==> config.mk <==
export PLATFORM = sky130hd
export DESIGN_NAME = mem_access_ctrl
export DESIGN_NICKNAME = d
export VERILOG_FILES = /design/src/rtl/mem_access_ctrl.sv
export SDC_FILE = /design/constraint.sdc
export NUM_CORES = 1
export LEC_CHECK = 0
export ABC_AREA = 1
export BUFFER_PORTS_ARGS = -buffer_cell sky130_fd_sc_hd__buf_2
export CORE_UTILIZATION = 46
export CTS_BUF_LIST = sky130_fd_sc_hd__clkbuf_8
export CTS_CLUSTER_SIZE = 25
export DETAILED_ROUTE_END_ITERATION = 16
export PLACE_DENSITY_LB_ADDON = 0.15
export SLEW_MARGIN = 20
export SYNTH_ARGS = -nofsm -noshare
export SYNTH_HDL_FRONTEND = slang
export SYNTH_SLANG_ARGS = --single-unit
==> constraint.sdc <==
create_clock -name clk -period 1.96 [get_ports clk]
set_input_delay 0.392 -clock clk [delete_from_list [all_inputs] [get_ports clk]]
set_output_delay 0.392 -clock clk [all_outputs]
set_load 0.01 [all_outputs]
==> src/rtl/mem_access_ctrl.sv <==
// LDR/STR memory-stage controller: condition check, req/ack data-memory handshake, register-file writeback.
// Optional access watchdog is built when MEM_TIMEOUT_EN is defined.
module mem_access_ctrl #(
    parameter int DATA_W      = 32,
    parameter int ADDR_W      = 32,
    parameter int TIMEOUT_CYC = 16
) (
    input  logic                clk,
    input  logic                rst,
    input  logic                in_valid,
    output logic                in_ready,
    input  logic [3:0]          cond,
    input  logic [31:0]         status_reg,
    input  logic                is_load,
    input  logic                is_store,
    input  logic                size_byte,
    input  logic                wb_base,
    input  logic [ADDR_W-1:0]   addr,
    input  logic [ADDR_W-1:0]   base_new,
    input  logic [DATA_W-1:0]   store_data,
    input  logic [3:0]          rd,
    input  logic [3:0]          rn,
    output logic                mem_req,
    output logic                mem_we,
    output logic [ADDR_W-1:0]   mem_addr,
    output logic [DATA_W-1:0]   mem_wdata,
    output logic [DATA_W/8-1:0] mem_be,
    input  logic                mem_ack,
    input  logic [DATA_W-1:0]   mem_rdata,
    output logic                rf_w_en1,
    output logic [3:0]          rf_w_addr1,
    output logic [DATA_W-1:0]   rf_w_data1,
    output logic                rf_w_en2,
    output logic [3:0]          rf_w_addr2,
    output logic [ADDR_W-1:0]   rf_w_data2,
    output logic                fault
);
    localparam int BE_W   = DATA_W / 8;
    localparam int LANE_W = $clog2(BE_W);

    typedef enum logic [1:0] {IDLE, ACCESS, DONE} state_t;

    state_t              state_q, state_d;
    logic                mem_req_q, mem_req_d;
    logic                mem_we_q, mem_we_d;
    logic [ADDR_W-1:0]   mem_addr_q, mem_addr_d;
    logic [DATA_W-1:0]   mem_wdata_q, mem_wdata_d;
    logic [BE_W-1:0]     mem_be_q, mem_be_d;
    logic                rf_w_en1_q, rf_w_en1_d;
    logic [3:0]          rf_w_addr1_q, rf_w_addr1_d;
    logic [DATA_W-1:0]   rf_w_data1_q, rf_w_data1_d;
    logic                rf_w_en2_q, rf_w_en2_d;
    logic [3:0]          rf_w_addr2_q, rf_w_addr2_d;
    logic [ADDR_W-1:0]   rf_w_data2_q, rf_w_data2_d;
    logic                load_q, load_d;
    logic                wb_q, wb_d;
    logic                byte_q, byte_d;
    logic [3:0]          rd_q, rd_d;
    logic [3:0]          rn_q, rn_d;
    logic [ADDR_W-1:0]   base_q, base_d;

    logic                exec;
    logic [LANE_W+2:0]   rshift;
    logic [7:0]          rbyte;

`ifdef MEM_TIMEOUT_EN
    localparam int CNT_W = $clog2(TIMEOUT_CYC + 1);
    logic [CNT_W-1:0]    cnt_q, cnt_d;
    logic                fault_q, fault_d;
`endif

    function automatic logic cond_pass(input logic [3:0] c, input logic [3:0] nzcv);
        logic n, z, cf, v;
        {n, z, cf, v} = nzcv;
        case (c)
            4'b0000: cond_pass = z;
            4'b0001: cond_pass = ~z;
            4'b0010: cond_pass = cf;
            4'b0011: cond_pass = ~cf;
            4'b0100: cond_pass = n;
            4'b0101: cond_pass = ~n;
            4'b0110: cond_pass = v;
            4'b0111: cond_pass = ~v;
            4'b1000: cond_pass = cf & ~z;
            4'b1001: cond_pass = ~cf | z;
            4'b1010: cond_pass = (n == v);
            4'b1011: cond_pass = (n != v);
            4'b1100: cond_pass = ~z & (n == v);
            4'b1101: cond_pass = z | (n != v);
            4'b1110: cond_pass = 1'b1;
            default: cond_pass = 1'b0;
        endcase
    endfunction

    always_comb begin
        state_d      = state_q;
        mem_req_d    = mem_req_q;
        mem_we_d     = mem_we_q;
        mem_addr_d   = mem_addr_q;
        mem_wdata_d  = mem_wdata_q;
        mem_be_d     = mem_be_q;
        rf_w_en1_d   = 1'b0;
        rf_w_addr1_d = rf_w_addr1_q;
        rf_w_data1_d = rf_w_data1_q;
        rf_w_en2_d   = 1'b0;
        rf_w_addr2_d = rf_w_addr2_q;
        rf_w_data2_d = rf_w_data2_q;
        load_d       = load_q;
        wb_d         = wb_q;
        byte_d       = byte_q;
        rd_d         = rd_q;
        rn_d         = rn_q;
        base_d       = base_q;
`ifdef MEM_TIMEOUT_EN
        cnt_d        = cnt_q;
        fault_d      = 1'b0;
`endif

        exec   = in_valid && (state_q == IDLE) && cond_pass(cond, status_reg[31:28])
                 && (is_load || is_store);
        rshift = {mem_addr_q[LANE_W-1:0], 3'b000};
        rbyte  = mem_rdata[rshift +: 8];

        case (state_q)
            IDLE: begin
`ifdef MEM_TIMEOUT_EN
                cnt_d = '0;
`endif
                if (exec) begin
                    state_d    = ACCESS;
                    mem_req_d  = 1'b1;
                    // A request flagged as both load and store is executed as a load
                    mem_we_d   = is_store & ~is_load;
                    mem_addr_d = addr;
                    load_d     = is_load;
                    wb_d       = wb_base;
                    byte_d     = size_byte;
                    rd_d       = rd;
                    rn_d       = rn;
                    base_d     = base_new;
                    if (size_byte) begin
                        mem_be_d    = BE_W'(1) << addr[LANE_W-1:0];
                        mem_wdata_d = {BE_W{store_data[7:0]}};
                    end else begin
                        mem_be_d    = '1;
                        mem_wdata_d = store_data;
                    end
                end
            end
            ACCESS: begin
                if (mem_ack) begin
                    state_d      = DONE;
                    mem_req_d    = 1'b0;
                    mem_we_d     = 1'b0;
                    rf_w_en1_d   = load_q;
                    rf_w_addr1_d = rd_q;
                    rf_w_data1_d = byte_q ? {{(DATA_W-8){1'b0}}, rbyte} : mem_rdata;
                    rf_w_en2_d   = wb_q & ~(load_q && (rd_q == rn_q));
                    rf_w_addr2_d = rn_q;
                    rf_w_data2_d = base_q;
                end
`ifdef MEM_TIMEOUT_EN
                else if (cnt_q == CNT_W'(TIMEOUT_CYC - 1)) begin
                    state_d   = DONE;
                    mem_req_d = 1'b0;
                    mem_we_d  = 1'b0;
                    fault_d   = 1'b1;
                end else begin
                    cnt_d = cnt_q + 1'b1;
                end
`endif
            end
            DONE: state_d = IDLE;
            default: state_d = IDLE;
        endcase
    end

    always_ff @(posedge clk) begin
        if (rst) begin
            state_q      <= IDLE;
            mem_req_q    <= 1'b0;
            mem_we_q     <= 1'b0;
            mem_addr_q   <= '0;
            mem_wdata_q  <= '0;
            mem_be_q     <= '0;
            rf_w_en1_q   <= 1'b0;
            rf_w_addr1_q <= '0;
            rf_w_data1_q <= '0;
            rf_w_en2_q   <= 1'b0;
            rf_w_addr2_q <= '0;
            rf_w_data2_q <= '0;
            load_q       <= 1'b0;
            wb_q         <= 1'b0;
            byte_q       <= 1'b0;
            rd_q         <= '0;
            rn_q         <= '0;
            base_q       <= '0;
`ifdef MEM_TIMEOUT_EN
            cnt_q        <= '0;
            fault_q      <= 1'b0;
`endif
        end else begin
            state_q      <= state_d;
            mem_req_q    <= mem_req_d;
            mem_we_q     <= mem_we_d;
            mem_addr_q   <= mem_addr_d;
            mem_wdata_q  <= mem_wdata_d;
            mem_be_q     <= mem_be_d;
            rf_w_en1_q   <= rf_w_en1_d;
            rf_w_addr1_q <= rf_w_addr1_d;
            rf_w_data1_q <= rf_w_data1_d;
            rf_w_en2_q   <= rf_w_en2_d;
            rf_w_addr2_q <= rf_w_addr2_d;
            rf_w_data2_q <= rf_w_data2_d;
            load_q       <= load_d;
            wb_q         <= wb_d;
            byte_q       <= byte_d;
            rd_q         <= rd_d;
            rn_q         <= rn_d;
            base_q       <= base_d;
`ifdef MEM_TIMEOUT_EN
            cnt_q        <= cnt_d;
            fault_q      <= fault_d;
`endif
        end
    end

    assign in_ready   = (state_q == IDLE);
    assign mem_req    = mem_req_q;
    assign mem_we     = mem_we_q;
    assign mem_addr   = mem_addr_q;
    assign mem_wdata  = mem_wdata_q;
    assign mem_be     = mem_be_q;
    assign rf_w_en1   = rf_w_en1_q;
    assign rf_w_addr1 = rf_w_addr1_q;
    assign rf_w_data1 = rf_w_data1_q;
    assign rf_w_en2   = rf_w_en2_q;
    assign rf_w_addr2 = rf_w_addr2_q;
    assign rf_w_data2 = rf_w_data2_q;
`ifdef MEM_TIMEOUT_EN
    assign fault      = fault_q;
`else
    assign fault      = 1'b0;
`endif

    logic unused_ok;
    assign unused_ok = &{1'b0, status_reg[27:0], (TIMEOUT_CYC > 0)};

endmodule
==> impl_results.md <==
- Lkg Pwr: 4.525 nW
- Number of cells in the design after placement: 1459
- Crit-path most repeated cell: nor2_1
- Number of routed nets with antenna violations: 0
- Bufs and invs on worst path: 2
- Run status: finished, final reports clean
- Number of antenna violations at the first check in global routing: 3
- Setup repair after global routing missed its margin: no
- Post-detailed-route wirelength per cell: 13.69 µm
- Slowest stage delay, CP: 0.32 ns
- Least setup slack across all paths after layout: 0.1910 ns
- PnR Total Power: 0.008000 W
- Flip-flop and latch count after synthesis: 189
- Highest ir drop seen on vdd: 577.4 µV
- Summed instance area of the synthesized netlist: 0.007310 mm²
- Maximum achievable frequency: 565.3 MHz
- Final core utilization: 60.85%
- Number of instances in the synthesized netlist: 999
- DRC Markers: 0
- CTS tree: built
- Data required time of the worst path: 2.37 ns
- Maximum number of pins on one net before global-route repair: 60
- Via count of the first global-routing pass: 6488
- Max clock buf depth: 2
- Critical Path Sink Type: register
- First-pass iteration count of the detailed router: 5
- Share of the clock period used by the worst path: 90.26%
- Chip Width: 128.1 µm
- NumNets Final: 1447
- Cell-by-cell listing of the critical path: nor2_1 > o211ai_1 > a31oi_1 > nand2_4 > inv_8 > buf_12 > nor2_1 > nor2_1
- Syn-to-layout area delta: 27.95%
- Total core area: 0.01537 mm²
- Number of distinct library cell variants in the gate-level netlist after synthesis: 29
- Total via count in the routed design: 7280
- Final setup vio count: 0
- Via count normalized by instance count: 4.876
- Register-to-register setup slack: 0.19 ns
- Final non-filler cell total: 1493
- Fraction of registers with async set or reset after synthesis: 0%
- Number of design-rule violations left by the first detailed-router iteration: 468
- Sort of element at the start of the critical path: register
- Total nets after synthesis: 1179
- Worst endpoint data arrival time: 2.18 ns
- Pre-CTS WS: -0.01879 ns
- Dpl hpwl: 14320 µm
- Global-route total usage across every layer: 24.94%
- Port Buf Inserts: 296
- I/O pins: 326
- Final Max Tran Viols: 0
- CTS H-tree lvls: 4
- Placer's final routability congestion estimate: 0.8877
- Main flop type after synthesis: dfxtp_1
- Worst-margin pin slew: 0.7196 ns
- Clock Pin Slew Worst Setup and Hold Paths: 0.11 ns
- Final WL: 20430 µm
- Final Critical Period: 1.769 ns
- Starting utilization of the core area: 47.55%
- Root Buffer: clkbuf_8
- Worst Path Max Fanout: 29
- Power Density: 855.3 mW/mm²
- Depth of the worst register-to-register path: 8
- Start-to-end type of the worst setup path: reg -> reg
- Proportion of synthesized chip area in sequential cells: 51.76%
- Wire length of the first global-routing pass: 31970 µm
- Row Count: 45
- Worst hold-check path type: in -> reg
- Aggregate global routing overflow: 0
- Worst hold stages: 3
- Setup TNS: 0 ns
- Final count of hold timing violations: 0
- Max Clock Skew: 0.01319 ns
- Layout cell share with drive strength beyond 1: 27.97%
- Total number of yosys warnings: 0
- Syn_area_per_cell: 7.317 µm²
- Slowest-stage cell, CP: dfxtp_1
- Total number of cells along the worst setup path: 8
- MaxCap Viol Count: 0
- Vertical die dimension: 128.1 µm
- Total clock buffers created by CTS: 17
- Clock latency reported for the late side of the worst-skew pair: 0.47 ns
- Worst path top cell family by delay: simple AND/OR/NAND/NOR gates
- Floorplan die area: 0.01640 mm²
- Num Clock Sinks: 189
- Count of flip-flops with a built-in enable after synthesis: 0
- Worst relative slew slack: 51.97%
-- cell usage after synthesis, types with 2 or more instances --
| cell type | number | area [µm²] |
|---|---|---|
| a21oi_1 | 62 | 310.3 |
| buf_2 | 12 | 60.06 |
| buf_4 | 6 | 45.04 |
| buf_6 | 6 | 67.56 |
| clkbuf_1 | 42 | 157.7 |
| clkinv_1 | 5 | 18.77 |
| dfxtp_1 | 189 | 3784 |
| inv_1 | 27 | 101.4 |
| inv_2 | 3 | 11.26 |
| nand2_1 | 196 | 735.7 |
| nand3_1 | 53 | 265.3 |
| nor2_1 | 236 | 885.9 |
| o21ai_0 | 134 | 670.6 |
| o21ai_1 | 5 | 25.02 |
| o31ai_1 | 8 | 60.06 |
| xor2_1 | 2 | 17.52 |
-- path summary, 6_finish.rpt --
kind,from,end
setup / recovery,state_q[1],mem_addr[15]
hold / removal,mem_rdata[12],rf_w_data1[12]
setup reg to reg,state_q[1],mem_addr[15]
hold reg to reg,wb_q,rf_w_en2
-- worst register-to-register path: stages, from the launching register on --
cell      delay [ns]
dfxtp_1         0.32
nor2_1          0.19
o211ai_1        0.15
a31oi_1         0.31
nand2_4         0.15
inv_8           0.21
buf_12          0.23
nor2_1          0.06
nor2_1          0.10
-- through the flow --
stage,instance area [µm²],hold WS (ns)
floorplan,7310,0.4170
global placement,8962,0.4381
detailed placement,8962,0.4465
CTS,9343,0.1275
global route,9350,0.1357
finish,9353,0.1548
-- cells in the final DEF, fill, tap and decap left out, drive strengths merged --
master / count
o21ai: 139
dfxtp: 189
xnor2: 1
nor2: 237
nand3b: 1
nor3b: 1
diode: 2
a21oi: 62
inv: 39
clkinv: 10
clkbuf: 17
o211ai: 1
a31oi: 1
conb: 1
o31ai: 8
nand3: 54
nand2: 197
xor2: 2
o41ai: 1
clkinvlp: 2
or2: 1
buf: 316
-- where the power goes --
part	switching [W]	total [W]	internal, W
Combinational	0.000769	0.00129	0.000522
Sequential	0.000133	0.00423	0.00409
Clock	0.00154	0.00248	0.000944
Total	0.00244	0.00800	0.00556
-- routing by layer --
| layer | wire length (µm) | track usage, % |
|---|---|---|
| met1 | 8599 | 29.39 |
| met2 | 9774 | 42.58 |
| met3 | 1743 | 8.013 |
| met4 | 301 | 8.720 |
| met5 | 13 | 0 |
-- final cells by class --
| cell class | count | area (µm²) |
|---|---|---|
| Fill cell | 1510 | 6018 |
| Sequential cell | 189 | 3784 |
| Multi-Input combinational cell | 707 | 3057 |
| Timing Repair Buffer | 316 | 1719 |
| Tap cell | 211 | 264.0 |
| Clock buffer | 17 | 234.0 |
| Clock inverter | 15 | 146.4 |
| Inverter | 36 | 143.9 |
| Antenna cell | 2 | 5.005 |
-- state kept, by name, summed over array words and instances (netlist names), 2 cells and up --
register    cells
rf_w_data1     32
rf_w_addr2      4
rf_w_data2     32
rn_q            4
mem_addr       32
state_q         2
base_q         32
rd_q            4
mem_wdata      32
mem_be          4
rf_w_addr1      4
-- repair_timing --
| action | in CTS | in global routing |
|---|---|---|
| setup endpoints to repair | 0 | 74 |
| gates resized for setup | 0 | 2 |
| setup buffers | 0 | 0 |
| hold buffers | 0 | 0 |
-- logic make-up (layout without fill, tap and decap cells) --
kind of cell / count (synthesis) / count (layout) / share of synthesized area, %
AND/OR/NAND/NOR: 491 / 491 / 26.48
AO/OA/AOI/OAI: 212 / 212 / 14.89
XOR/XNOR: 3 / 3 / 0.3595
other: 1 / 3 / 0.05130
flip-flops: 189 / 189 / 51.76
buffers and inverters: 103 / 384 / 6.453
Power figures use the tool's default switching activity.
